**src/rtl/debounce.sv**
```systemverilog
// Synchronizer chain plus stable-count debouncer for a raw asynchronous level input.
// Optional DEBOUNCE_GLITCH_CNT_EN adds a saturating count of rejected candidate transitions.
module debounce #(
  parameter int   SYNC_STAGES = 2,
  parameter int   DEB_CYCLES  = 16,
  parameter logic INIT        = 1'b0,
  parameter int   GCNT_W      = 8
) (
  input  logic              clk,
  input  logic              rst,
  input  logic              in,
  output logic              q,
  output logic              busy
`ifdef DEBOUNCE_GLITCH_CNT_EN
  ,
  output logic [GCNT_W-1:0] glitch_cnt
`endif
);

  localparam int             CW       = $clog2(DEB_CYCLES + 1);
  localparam logic [CW-1:0]  CNT_ONE  = CW'(1);
  localparam logic [CW-1:0]  CNT_LAST = CW'(DEB_CYCLES - 1);
  localparam bit             DEB_ONE  = (DEB_CYCLES == 1);

  typedef enum logic {
    STABLE = 1'b0,
    PEND   = 1'b1
  } state_t;

  state_t                  state, state_n;
  logic [CW-1:0]           cnt, cnt_n;
  logic                    q_n;
  logic [SYNC_STAGES-1:0]  sync;
  logic                    s;

  // Every synchronizer flop is reset so a reset reloads INIT through the chain.
  always_ff @(posedge clk) begin
    if (rst) begin
      sync <= {SYNC_STAGES{INIT}};
    end else begin
      sync <= {sync[SYNC_STAGES-2:0], in};
    end
  end

  assign s = sync[SYNC_STAGES-1];

`ifdef DEBOUNCE_GLITCH_CNT_EN
  logic glitch;
`endif

  always_comb begin
    state_n = state;
    cnt_n   = cnt;
    q_n     = q;
`ifdef DEBOUNCE_GLITCH_CNT_EN
    glitch  = 1'b0;
`endif
    unique case (state)
      STABLE: begin
        cnt_n = '0;
        if (s != q) begin
          if (DEB_ONE) begin
            q_n = s;
          end else begin
            cnt_n   = CNT_ONE;
            state_n = PEND;
          end
        end
      end
      PEND: begin
        if (s == q) begin
          // Candidate fell back before it was held long enough: reject it.
          cnt_n   = '0;
          state_n = STABLE;
`ifdef DEBOUNCE_GLITCH_CNT_EN
          glitch  = 1'b1;
`endif
        end else if (cnt == CNT_LAST) begin
          q_n     = s;
          cnt_n   = '0;
          state_n = STABLE;
        end else begin
          cnt_n = cnt + CNT_ONE;
        end
      end
      default: begin
        cnt_n   = '0;
        state_n = STABLE;
      end
    endcase
  end

  always_ff @(posedge clk) begin
    if (rst) begin
      state <= STABLE;
      cnt   <= '0;
      q     <= INIT;
    end else begin
      state <= state_n;
      cnt   <= cnt_n;
      q     <= q_n;
    end
  end

  // busy decodes the state register directly, so it has no path from in.
  assign busy = (state == PEND);

`ifdef DEBOUNCE_GLITCH_CNT_EN
  always_ff @(posedge clk) begin
    if (rst) begin
      glitch_cnt <= '0;
    end else if (glitch && (glitch_cnt != {GCNT_W{1'b1}})) begin
      glitch_cnt <= glitch_cnt + GCNT_W'(1);
    end
  end
`endif

endmodule
```
**config.mk**
```make
export PLATFORM = sky130hd
export DESIGN_NAME = debounce
export DESIGN_NICKNAME = d
export VERILOG_FILES = /design/src/rtl/debounce.sv
export SDC_FILE = /design/constraint.sdc
export NUM_CORES = 1
export LEC_CHECK = 0
export BUFFER_PORTS_ARGS = -buffer_cell sky130_fd_sc_hd__buf_4
export CAP_MARGIN = 20
export CORE_AREA = 4 4 41 43
export DETAILED_ROUTE_END_ITERATION = 10
export DIE_AREA = 0 0 45 47
export PLACE_DENSITY = 0.38
export SYNTH_ARGS = -nofsm -noshare
export SYNTH_HDL_FRONTEND = slang
export SYNTH_SLANG_ARGS = --single-unit
```
**constraint.sdc**
```tcl
create_clock -name clk -period 1.6 [get_ports clk]
set_input_delay 0.48 -clock clk [delete_from_list [all_inputs] [get_ports clk]]
set_output_delay 0.48 -clock clk [all_outputs]
set_load 0.005 [all_outputs]
```
# Word level (Yosys, flattened, before mapping)
# Index checks and enable logic that the tools add are counted.
# W data, S select, Z words.
[word_totals]
output_inout_bits = 2
n_memories = 0
wordCells = 19
input_bits = 3
register_bits = 9
latchBits = 0
ram_bits = 0
mem_bits_ro = 0
[classes]
n_addsub = 1
reduce_logical = 1
mux = 8
n_lt_le_gt_ge = 0
n_bitwise = 2
n_shift = 0
div_mod_pow = 0
eq_ne = 3
multipliers = 0
[op_table]
columns = ["cell", "n"]
rows = [
  ["$mux W5", 2],
  ["$pmux W5 S2", 1],
  ["$add A5 B1 Y5 const B", 1],
  ["$eq A5 B4 Y1 const B", 1],
  ["$mux W1", 4],
  ["$reduce_and A3 Y1", 1],
  ["$not A1 Y1", 2],
  ["$pmux W1 S2", 1],
  ["$eq A1 B1 Y1", 1],
  ["$ne A1 B1 Y1", 1],
]

# Depth between registers and ports, before layout
[logic_depth]
depth_word = 4
depth_mapped = 6
depth_no_buf = 6

# Worst setup path after synthesis
# Ideal clock, no wire load.
[synth_path]
path_kind = "register to register"
start = "register cnt[0]"
end = "register cnt[0]"
stages_incl_launch_ff = 7
arrival_ps = 1226
setup_slack_ps = 304
synth_period_minus_slack_ps = 1296
path_cell_list = "dfxtp_1 ha_1 and3_1 ha_1 nand2_1 and3b_1 a21boi_1"
[synth_between]
elab_chain_len = 4
[synth_lines]
columns = ["element", "line", "text"]
rows = [
  ["from (decl)", "31", "logic [CW-1:0] cnt, cnt_n;"],
  ["from (signal assigned)", "100", "cnt <= cnt_n;"],
  ["$add A5 B1 Y5 or $eq A5 B4 Y1 (tied branches)", "83, 78", ""],
  ["$mux W5 (*)", "78", "end else if (cnt == CNT_LAST) begin"],
  ["$mux W5 (*)", "71", "if (s == q) begin"],
  ["$pmux W5 S2 (*)", "58", "unique case (state)"],
]
# Mark *: on every way between the ends. The rest lies on a longest branch, timed or not.
# A chain may end at the register's enable or synchronous reset.

# Final worst setup path
[layout_path]
start = "register cnt[0]"
end = "register cnt[2]"
# The elaborated chain is that of the path after synthesis.

==> impl_metrics.tcl <==
set metrics [dict create \
    port_buffers 4 \
    r2r_setup_slack_ns 0.15 \
    crit_end "cnt[2]$_SDFF_PP0_" \
    tns_ns 0 \
    antenna_cells 0 \
    drt-initial-drc-count 2 \
    r2r-end "cnt[2]$_SDFF_PP0_" \
    grt_setup_unrepaired "no" \
    final_core_util 0.3058 \
    grt_pass1_vias 243 \
    cts_buffer_depth 2 \
    p_per_area_nw_per_um2 1039 \
    crit_required_ns 1.79 \
    grt_usage 0.06735 \
    hold_viol 0 \
    drive_gt1_frac 0.1795 \
    nets 45 \
    grt_max_degree 6 \
    crit_arrival_ns 1.65 \
    drt-pass1-iter-count 2 \
    yosysWarnings 0 \
    p_total_uw 413.5 \
    tightest_slew_ns 0.2052 \
    synth_top_area_cell "dfxtp_1" \
    die_area_um2 2115 \
    synth-seq-cells 9 \
    placedCellCount 50 \
    min_period_ns 1.454 \
    cts_tree "done" \
    crit_fanout 4 \
    start_kind "flop" \
    switching_share 0.2001 \
    routed_wirelength_um 577 \
    io_pins 5 \
    grt_overflow_total 0 \
    synth_area_um2 322.8 \
    drv_cap 0 \
    synthTopCellsByArea "dfxtp_1 (56%), ha_1 (7.8%), xor2_1 (5.4%), nor2_1 (4.7%), nor2b_1 (3.9%)" \
    rr_worst_depth 5 \
    power.internal_uw 330.7 \
    final.period_utilization 0.9089 \
    start_util 0.2481 \
    power.leakage_uw 0.0001652 \
    gp_congestion 0.6118 \
    finalMaxSlewViolations 0 \
    rr_startpoint "cnt[0]$_SDFF_PP0_" \
    wire_per_inst_um 10.69 \
    ir_drop_uv 273.1 \
    relSlewSlack 0.8624 \
    hpwl_um 432.7 \
    final_antenna_net_count 0 \
    hold_class "primary input to flop" \
    via_count 238 \
    core-area_um2 1301 \
    pwr-share-comb 0.026 \
    cts_sinks 9 \
    antenna_found_initial 0 \
    outcome "complete, no violations" \
    drc 0 \
    fin_skew_ns 0.002428 \
    fp-row-count 13 \
    syn-num-nets 36 \
    seq_area_frac_synth 0.5581 \
    p_switching_uw 82.75 \
    die_h_um 47 \
    final_cell_count_no_fill 54 \
    worst-setup-path-type "flop to flop" \
    syn_inst 31 \
    crit_path_end_kind "flop" \
    vias_per_cell 4.407 \
    startpoint "cnt[0]$_SDFF_PP0_" \
    pwr-share-clk 0.418 \
    grt_pass1_wl_um 917 \
    htree_levels 1 \
    setup_viol 0 \
    clk_pin_slew_ns 0.06 \
    clkLatencyLatePin_ns 0.26 \
    seqPwrFrac 0.557 \
    synth.distinct_cells 14 \
    syn_avg_cell_area_um2 10.41 \
    synth_top_area_share 0.5581 \
    root_buffer "clkbuf_4" \
    post-cts-setup-buffers 0 \
    cts-buffers-inserted 3 \
    max_freq_mhz 687.6 \
    cts_resized 0 \
    hold_buffers 0 \
    areaGrowthSynthToFinish_pct 23.26 \
    fp.dieW_um 45 \
]
==> how the worst min path moves through the flow <==
stage	start	end	slack (ns)	cells past startpoint
6_report	rst	sync[0]$_SDFF_PP0_	0.40	2
5_1_grt	rst	sync[0]$_SDFF_PP0_	0.40	2
4_1_cts	rst	sync[0]$_SDFF_PP0_	0.40	2
3_5_place_dp	sync[0]$_SDFF_PP0_	sync[1]$_SDFF_PP0_	0.44	1
3_3_place_gp	sync[0]$_SDFF_PP0_	sync[1]$_SDFF_PP0_	0.43	1
2_1_floorplan	sync[0]$_SDFF_PP0_	sync[1]$_SDFF_PP0_	0.41	1
==> kinds of logic (layout without fill, tap and decap cells) <==
| family | Yosys count | count (layout) | synth area share |
|---|---|---|---|
| AO/OA/AOI/OAI | 2 | 2 | 0.03875 |
| XOR/XNOR | 3 | 3 | 0.08141 |
| AND/OR/NAND/NOR | 13 | 13 | 0.2209 |
| adder cells (fa/ha/maj) | 2 | 2 | 0.07751 |
| buffers and inverters | 2 | 10 | 0.02326 |
| flip-flops | 9 | 9 | 0.5581 |
==> cell type report <==
type,instances,area [um2]
Clock buffer,4,26.28
Tap cell,15,18.77
Multi-Input combinational cell,20,135.1
Sequential cell,9,180.2
Inverter,2,7.507
Fill cell,160,903.4
Timing Repair Buffer,4,30.03
==> power groups by stage <==
stage	Sequential (uW)	Combinational [uW]	Clock, uW
5_1_grt	231	11.7	188
4_1_cts	230	10.9	182
6_report	230	10.6	173
2_1_floorplan	235	4.36	0
3_3_place_gp	235	10.5	0
3_5_place_dp	235	10.8	0
==> cells in the final DEF, fill, tap and decap left out, drive strengths merged <==
cell / n
a21boi: 1
a21oi: 1
and3: 1
and3b: 1
buf: 4
clkbuf: 4
dfxtp: 9
ha: 2
inv: 2
nand2: 2
nand3: 2
nand4bb: 1
nor2: 4
nor2b: 2
xnor2: 1
xor2: 2
==> worst max-delay path, cell delays in order (launching register included) <==
cell and delay, ns:
dfxtp_1 0.33, ha_1 0.23, and3_1 0.20, ha_1 0.20, nand4bb_1 0.28, nor2_1 0.16
==> metal layers <==
| layer | vias up | wire length (um) | global-route usage |
|---|---|---|---|
| li1 | 117 | - | - |
| met1 | 114 | 250 | 0.06193 |
| met2 | 5 | 297 | 0.1045 |
| met3 | 2 | 25 | 0.02299 |
| met4 | 0 | 4 | 0.08772 |
| met5 | - | 0 | 0 |
==> sequential cells by signal, indices dropped and copies added, names as in the netlist <==
register / flops
cnt: 5
sync: 2
busy: 1
q: 1
==> Yosys cell counts <==
cell type and count:
ha_1 2, a21boi_1 1, nand2_1 2, nand3_1 2
xor2_1 2, xnor2_1 1, and3b_1 1, nand4bb_1 1
inv_1 2, dfxtp_1 9, nor2b_1 2, and3_1 1
a21oi_1 1, nor2_1 4
==> stage by stage <==
| step | cell area [um2] | hold slack [ns] | setup slack [ns] |
|---|---|---|---|
| 3_5_place_dp | 371.6 | 0.4379 | 0.1328 |
| 5_1_grt | 397.9 | 0.4033 | 0.0003038 |
| 3_3_place_gp | 371.6 | 0.4312 | 0.1844 |
| 6_report | 397.9 | 0.4037 | 0.1458 |
| 4_1_cts | 397.9 | 0.3964 | 0.1214 |
| 2_1_floorplan | 322.8 | 0.4138 | 0.3040 |
No activity file was read; power rests on OpenSTA's default activity.
